===== src/rtl/instruction_fetch.sv =====
// Instruction fetch front end: credit-limited sequential fetch, in-order prefetch queue, redirect flush.
// Optional perf counters (fetchCount, dropCount32, stallCycles) are enabled by defining FETCH_PERF_COUNTERS_EN.
module instruction_fetch #(
  parameter int ADDR_WIDTH = 32,
  parameter int QUEUE_DEPTH = 4,
  parameter logic [ADDR_WIDTH-1:0] RESET_PC = '0
) (
  input  logic                  clk,
  input  logic                  reset,
  output logic                  memReqValid,
  input  logic                  memReqReady,
  output logic [ADDR_WIDTH-1:0] memReqAddr,
  input  logic                  memRespValid,
  input  logic [63:0]           memRespData,
  input  logic                  redirectValid,
  input  logic [ADDR_WIDTH-1:0] redirectPc,
  input  logic                  decodeStall,
  output logic                  decodeEnable,
  output logic [63:0]           instructionData,
`ifdef FETCH_PERF_COUNTERS_EN
  output logic [31:0]           fetchCount,
  output logic [31:0]           dropCount32,
  output logic [31:0]           stallCycles,
`endif
  output logic [ADDR_WIDTH-1:0] instructionPc
);
  localparam int PW = (QUEUE_DEPTH > 1) ? $clog2(QUEUE_DEPTH) : 1;
  localparam int CW = PW + 1;

  logic [ADDR_WIDTH-1:0] fetch_pc_r, resp_pc_r, hold_pc_r, redirect_pc_s;
  logic [63:0]           q_data_r [QUEUE_DEPTH];
  logic [ADDR_WIDTH-1:0] q_pc_r   [QUEUE_DEPTH];
  logic [63:0]           hold_data_r;
  logic [PW-1:0]         wr_ptr_r, rd_ptr_r;
  logic [CW-1:0]         count_r, in_flight_r, drop_cnt_r;
  logic                  credit_s, req_fire_s, resp_ok_s, drop_s, push_s, pop_s, nonempty_s;

  assign redirect_pc_s = redirectPc & ~ADDR_WIDTH'(7);
  assign nonempty_s    = (count_r != {CW{1'b0}});
  // in-flight plus buffered never exceeds the queue, so a response can always be stored
  assign credit_s      = ((in_flight_r + count_r) < CW'(QUEUE_DEPTH));
  assign memReqValid   = !reset && credit_s && !redirectValid;
  assign memReqAddr    = fetch_pc_r;
  assign req_fire_s    = memReqValid && memReqReady;
  assign resp_ok_s     = memRespValid && (in_flight_r != {CW{1'b0}});
  assign drop_s        = resp_ok_s && (drop_cnt_r != {CW{1'b0}});
  assign push_s        = resp_ok_s && (drop_cnt_r == {CW{1'b0}}) && !redirectValid;
  assign decodeEnable  = nonempty_s && !redirectValid;
  assign pop_s         = decodeEnable && !decodeStall;
  assign instructionData = nonempty_s ? q_data_r[rd_ptr_r] : hold_data_r;
  assign instructionPc   = nonempty_s ? q_pc_r[rd_ptr_r]   : hold_pc_r;

  // Fetch/response bookkeeping and queue pointers
  always_ff @(posedge clk or posedge reset) begin
    if (reset) begin
      fetch_pc_r  <= RESET_PC;
      resp_pc_r   <= RESET_PC;
      wr_ptr_r    <= {PW{1'b0}};
      rd_ptr_r    <= {PW{1'b0}};
      count_r     <= {CW{1'b0}};
      in_flight_r <= {CW{1'b0}};
      drop_cnt_r  <= {CW{1'b0}};
    end else if (redirectValid) begin
      // every response still outstanding after this cycle belongs to the old stream
      fetch_pc_r  <= redirect_pc_s;
      resp_pc_r   <= redirect_pc_s;
      wr_ptr_r    <= {PW{1'b0}};
      rd_ptr_r    <= {PW{1'b0}};
      count_r     <= {CW{1'b0}};
      in_flight_r <= in_flight_r - CW'(resp_ok_s);
      drop_cnt_r  <= in_flight_r - CW'(resp_ok_s);
    end else begin
      if (req_fire_s) fetch_pc_r <= fetch_pc_r + ADDR_WIDTH'(8);
      else            fetch_pc_r <= fetch_pc_r;
      if (push_s) begin
        resp_pc_r <= resp_pc_r + ADDR_WIDTH'(8);
        wr_ptr_r  <= wr_ptr_r + PW'(1);
      end else begin
        resp_pc_r <= resp_pc_r;
        wr_ptr_r  <= wr_ptr_r;
      end
      if (pop_s) rd_ptr_r <= rd_ptr_r + PW'(1);
      else       rd_ptr_r <= rd_ptr_r;
      if (drop_s) drop_cnt_r <= drop_cnt_r - CW'(1);
      else        drop_cnt_r <= drop_cnt_r;
      count_r     <= count_r + CW'(push_s) - CW'(pop_s);
      in_flight_r <= in_flight_r + CW'(req_fire_s) - CW'(resp_ok_s);
    end
  end

  // Queue storage
  always_ff @(posedge clk) begin
    if (push_s) begin
      q_data_r[wr_ptr_r] <= memRespData;
      q_pc_r[wr_ptr_r]   <= resp_pc_r;
    end
  end

  // Last presented head, shown while the queue is empty
  always_ff @(posedge clk or posedge reset) begin
    if (reset) begin
      hold_data_r <= 64'd0;
      hold_pc_r   <= RESET_PC;
    end else if (nonempty_s) begin
      hold_data_r <= q_data_r[rd_ptr_r];
      hold_pc_r   <= q_pc_r[rd_ptr_r];
    end else begin
      hold_data_r <= hold_data_r;
      hold_pc_r   <= hold_pc_r;
    end
  end

`ifdef FETCH_PERF_COUNTERS_EN
  // Free-running perf counters; redirects do not clear them
  always_ff @(posedge clk or posedge reset) begin
    if (reset) begin
      fetchCount  <= 32'd0;
      dropCount32 <= 32'd0;
      stallCycles <= 32'd0;
    end else begin
      fetchCount  <= fetchCount + 32'(req_fire_s);
      dropCount32 <= dropCount32 + 32'(drop_s || (resp_ok_s && redirectValid));
      stallCycles <= stallCycles + 32'(decodeEnable && decodeStall);
    end
  end
`endif
endmodule


===== config.mk =====
export PLATFORM = sky130hd
export DESIGN_NAME = instruction_fetch
export DESIGN_NICKNAME = d
export VERILOG_FILES = /design/src/rtl/instruction_fetch.sv
export SDC_FILE = /design/constraint.sdc
export NUM_CORES = 1
export LEC_CHECK = 0
export ABC_AREA = 1
export BUFFER_PORTS_ARGS = -buffer_cell sky130_fd_sc_hd__buf_2
export CAP_MARGIN = 10
export CORE_UTILIZATION = 60
export DETAILED_ROUTE_END_ITERATION = 10
export HOLD_SLACK_MARGIN = 0.12
export PLACE_DENSITY = 0.93
export RECOVER_POWER = 25
export SYNTH_ARGS = -nofsm -noshare
export SYNTH_HDL_FRONTEND = slang
export SYNTH_SLANG_ARGS = --single-unit
export TNS_END_PERCENT = 20

===== constraint.sdc =====
create_clock -name clk -period 8.3 [get_ports clk]
set_input_delay 0.415 -clock clk [delete_from_list [all_inputs] [get_ports clk]]
set_output_delay 0.415 -clock clk [all_outputs]
set_load 0.02 [all_outputs]

* After elaboration in Yosys (flattened, before gate mapping) *
Memory sizes are Yosys's and may differ from the RTL's.
Index checks and enable logic that the tools add are counted.

operators by class
  muxes and demuxes = 16
  $add $sub $neg = 11
  $lt $le $gt $ge = 1
  reductions and logical operators = 20

operators with widths
  cell                   count
  $mux 32                5
  $add 32x4->32 const B  2
  $mux 64                1
  $mux 3                 4
  $logic_and 1x1->1      9
  $reduce_bool 3->1      3
  $sub 3x1->3            3
  $mux 2                 4
  $reduce_bool 2->1      4
  $add 3x1->3            2
  $add 2x1->2 const B    2
  $add 3x3->3            1
  $logic_not 1->1        3
  $logic_not 3->1        1
  $lt 3x3->1 const B     1
  $sub 3x1->3 const B    1
  $mux 1                 2

word-level totals
  output and inout bits = 130
  memories kept = 2
  input bits = 102
  register bits = 173
  bits in writable memories = 384

memories
  memory    depth  width  rd ports  clocked after memory_dff  wr ports  RTL line  RTL
  q_data_r  4      64     1         0                         1         31        logic [63:0] q_data_r [QUEUE_DEPTH];
  q_pc_r    4      32     1         0                         1         32        logic [ADDR_WIDTH-1:0] q_pc_r [QUEUE_DEPTH];

* Longest topological paths before layout *
  depth after elaboration = 8
  depth in mapped cells = 13
  gate-level depth less buffers = 13

* Worst setup path after synthesis *
Ideal clock, no wire load.

  kind = register to register
  start = reg drop_cnt_r[0]
  end = mem q_data_r[0][0], enable pin
  path slack = 2.703 ns
  clock period less this slack = 5.597 ns
  data arrival time = 5.051 ns
  cell stages (with the launch flop) = 8
  buffers on the path = 1
  data required time = 7.753 ns
  library setup time = 0.547 ns
  path through = dfrtp_1 -> inv_1 -> ha_1 -> nand4_4 -> nor2_4 -> inv_2 -> buf_6 -> nor2_1

on the way
  longest elaborated chain between the ends = 5

RTL lines
  what                            RTL line  RTL
  from (decl)                     35        logic [CW-1:0] count_r, in_flight_r, drop_cnt_r;
  from (signal assigned)          62        drop_cnt_r <= {CW{1'b0}};
  from (signal assigned)          71        drop_cnt_r <= in_flight_r - CW'(resp_ok_s);
  from (signal assigned)          84        if (drop_s) drop_cnt_r <= drop_cnt_r - CW'(1);
  $logic_not 3->1                 47        assign push_s = resp_ok_s && (drop_cnt_r == {CW{1'b0}}) && !redirectValid;
  $logic_and 1x1->1 (2 in a row)  47
  $mux 1                          93        if (push_s) begin
  $mux 1 (implied by the code)    94        q_data_r[wr_ptr_r] <= memRespData;
  to (decl)                       31

Every way passes these cells.

* Final worst setup path *
  start = reg rd_ptr_r[0]
  end = out instructionData[15]

on the way
  longest elaborated chain between the ends = 2

RTL lines
  what                    RTL line  RTL
  from (decl)             34        logic [PW-1:0] wr_ptr_r, rd_ptr_r;
  from (signal assigned)  59        rd_ptr_r <= {PW{1'b0}};
  from (signal assigned)  68        rd_ptr_r <= {PW{1'b0}};
  from (signal assigned)  82        if (pop_s) rd_ptr_r <= rd_ptr_r + PW'(1);
  $mem_v2 4x64            n/a
  $mux 64                 n/a
  to (decl)               19        output logic [63:0] instructionData,

Every way passes these cells.

==> summary.md <==
| Metric | Value |
|---|---|
| Setup slack after layout | 3.87 ns |
| Psw | approximately 3.7 mW |
| Hold Startpoint | redirectPc[3] |
| Hold crit path type | in -> reg |
| Fin. max-slew vios | 0 |
| CP required | 7.89 ns |
| CP max stage cell | buf_4 |
| Root Driver | clkbuf_16 |
| CP peak stage delay | about 0.96 ns |
| Hold_ws | ~0.14 ns |
| Period minus WS final | around 4.4 ns |
| Top Metal Used | met4 |
| Metal3 WL | approximately 6300 um |
| Mapped cell area | 22300 um2 |
| Maxcap violations | 0 |
| Endpoint arrival time on the critical path | roughly 4 ns |
| Final setup fails | 0 |
| Slew margin rel. | 0.246 |
| Clk pwr share | 0.242 |
| Vias | roughly 17000 |
| Post-synthesis sequential area ratio | 0.690 |
| Clock slew at reported path FFs | around 0.060 ns |
| Setup_tns | 0 ns |
| Yosys warns | 0 |
| Cell accounting for the most synthesized area | edfxtp_1 |
| Critical Path Sink Type | output port |
| Dpl ws | 4.39 ns |
| Maximum VDD drop | between 0.2 and 0.3 mV |
| Nets | between 2000 and 2500 |
| Rows | 70 |
| Routed len/inst | around 21 um |
| Clk sinks | 539 |
| Number of vias per cell | between 6 and 7 |
| M1 WL | roughly 21000 um |
| Status | completed |
| Initial core utilization | 0.609 |
| Switching part of the total | 0.406 |
| Antenna Nets Post-Route | 0 |
| Worst-margin pin slew | 1.13 ns |
| Tcrit/Tclk final | 0.534 |
| Fmax | 226 MHz |
| First-pass GRT wire length | roughly 90000 um |
| Synth Area in Simple Gates | 0.170 |
| Vias in the first global route | 17000 |
| DR WL met2 | 29100 um |
| CP Cell Sequence | inv_4 > buf_4 > o21ai_0 > a31oi_1 > buf_2 |
| Die X | between 150 and 200 um |
| Synth Area in Compound Gates | 0.0823 |
| CP startpoint | rd_ptr_r[0] |
| # DRC | 0 |
| # IOs | around 230 |
| H-tree depth | 2 |
| Largest cells by area after synthesis | edfxtp_1 (50%), dfrtp_1 (19%), nor2_1 (9.1%) |
| Gr usage total | 0.316 |
| Worst-path fanout max | about 120 |
| Antenna violations before repair | 0 |
| Unique cell type count in the Yosys netlist | 43 |
| Pleak | 9.95 nW |
| FF+latch count, synth | ~540 |
| 1st-pass router iterations | 6 |
| TritonCTS buffer count | 49 |
| Total die area | roughly 38000 um2 |
| Synthesis-to-finish area growth | 15.9% |
| Hpwl dp | 32300 um |
| Setup Skew | approximately 0.018 ns |
| Placer congestion estimate | between 0.8 and 0.9 |
| I/O Buffers | around 230 |
| Power share of the sequential group | 0.394 |
| Share of layout cells above drive strength 1 | 0.128 |
| Drt initial violations | between 2000 and 2500 |
| Mean Syn Cell Area | 10.9 um2 |
| Clock Latency Late Sink | around 0.57 ns |
| Largest net degree at the start of global routing | between 100 and 150 |
| Final wirelength | between 50000 and 60000 um |
| Synth Area in XOR/XNOR | 0.0102 |
| Largest family of logic cells by synthesized area | simple AND/OR/NAND/NOR gates |
| Total congestion overflow | 0 |
| DIE HEIGHT | about 190 um |
| ANT cells | 0 |
| Cells after synthesis | 2036 |
| Post-synthesis mux area share | 0 |
| Core area | 36500 um2 |
| Synth Area in Adders | 0.0102 |
| Setup repair after global routing missed its margin | no |
| Power density over the cells | between 300 and 400 nW/um2 |
| Cell internal pwr | around 5.4 mW |
| Comb pwr share | 0.364 |
| WS Path Type | reg -> out |
| Post-synth top area share | 0.502 |
| Crit path launch type | flop |
| CTS tree | yes |
| Final Hold Violating Endpoints | 0 |
| Crit Reg-Reg Startpoint | drop_cnt_r[0] |
| Clock Path Buffers | 3 |
-- sequential cells by signal, summed over array words and instances (netlist names) --
| signal | flops |
|---|---|
| hold_data_r | 64 |
| q_data_r | 256 |
| resp_pc_r | 29 |
| wr_ptr_r | 2 |
| memReqAddr | 29 |
| rd_ptr_r | 2 |
| drop_cnt_r | 3 |
| count_r | 3 |
| hold_pc_r | 32 |
| q_pc_r | 116 |
| in_flight_r | 3 |
-- cell usage in the layout (no fill, tap or decap), types with 66 or more instances in the layout --
cell type | netlist | routed
o21ai_0 | 211 | 211
clkbuf_1 | 35 | 66
edfxtp_1 | 372 | 372
dfrtp_1 | 167 | 165
nand2_1 | 276 | 276
buf_2 | 41 | 173
dlygate4sd3_1 | 0 | 67
nand3_1 | 70 | 70
nor2_1 | 537 | 533
inv_1 | 81 | 80
a31oi_1 | 95 | 95
-- Yosys cell counts, drive strengths merged --
| library cell | instances |
|---|---|
| or2 | 5 |
| nand3b | 6 |
| edfxtp | 372 |
| a21oi | 8 |
| clkinv | 1 |
| o21bai | 8 |
| a31oi | 95 |
| dfrtp | 167 |
| nand2 | 281 |
| nor3b | 1 |
| fa | 2 |
| nand4 | 11 |
| xnor2 | 8 |
| and2 | 2 |
| xor2 | 18 |
| a21o | 1 |
| buf | 63 |
| o21ai | 218 |
| conb | 1 |
| clkbuf | 36 |
| o22ai | 1 |
| inv | 86 |
| o211ai | 3 |
| nand3 | 73 |
| nor3 | 6 |
| nor2 | 547 |
| nor2b | 1 |
| ha | 15 |
-- worst max-delay path: cells and delay by family, from the launching register on --
kind | cells | cell delay (ns)
buffers and inverters | 3 | 1.81
flip-flops | 1 | 0.77
AO/OA/AOI/OAI | 2 | 0.80
-- cell type report --
cell class	count	area, um2
Clock buffer	70	1400
Clock inverter	22	143
Fill cell	2250	10700
Inverter	87	339
Multi-Input combinational cell	1313	6130
Sequential cell	539	15400
Tap cell	468	586
Timing Repair Buffer	307	1840
-- cell families (layout without fill, tap and decap cells) --
kind of cell,Yosys count,count (layout)
buffers and inverters,186,486
adders and majority gates,17,17
DFF,539,539
and+or+nand+nor,933,933
other,1,3
AOI/OAI and AO/OA,334,334
xor gates and xnor gates,26,26
-- power by group through the flow --
stage / clock (mW) / combinational (mW) / sequential, mW
after global routing: 2.29 / 3.50 / 3.59
after detailed placement: 0 / 3.08 / 3.59
after CTS: 2.18 / 3.15 / 3.54
after global placement: 0 / 2.92 / 3.56
after floorplan: 0 / 2.11 / 3.50
final: 2.18 / 3.29 / 3.56
-- timing repair --
| item | 4_1_cts | 5_1_grt |
|---|---|---|
| gates resized for setup | 0 | 0 |
| endpoints found under the hold margin | 299 | 0 |
| hold buffers | 67 | 0 |
| buffers inserted | 0 | 0 |
| endpoints found under the setup margin | 0 | 0 |
-- routing by layer --
layer | global-route usage | vias to the layer above
li1 | - | 7471
met2 | 0.532 | 1241
met3 | 0.0543 | 240
met4 | 0.156 | 0
met5 | 0 | -
met1 | 0.399 | 8149
-- per-stage QoR --
step / power (mW) / area, um2 / std cells / util
4_1_cts: 8.88 / 25900 / 2806 / 0.708
3_3_place_gp: 6.47 / 23700 / 2647 / 0.648
6_report: 9.04 / 25800 / 2806 / 0.706
5_1_grt: 9.38 / 25800 / 2806 / 0.706
2_1_floorplan: 5.61 / 22300 / 2038 / -
3_5_place_dp: 6.66 / 23700 / 2647 / 0.648
-- path summary, 6_finish.rpt --
check	depth (start not counted)	slack (ns)	end
setup reg to reg	8	4.39	q_data_r[0][41]
hold reg to reg	2	0.48	hold_pc_r[2]
max in group asynchronous	4	6.49	hold_data_r[54]
hold / removal	3	0.14	resp_pc_r[3]
setup / recovery	5	3.87	instructionData[15]
min in group asynchronous	3	0.43	drop_cnt_r[1]
No activity file was read; power rests on OpenSTA's default activity.
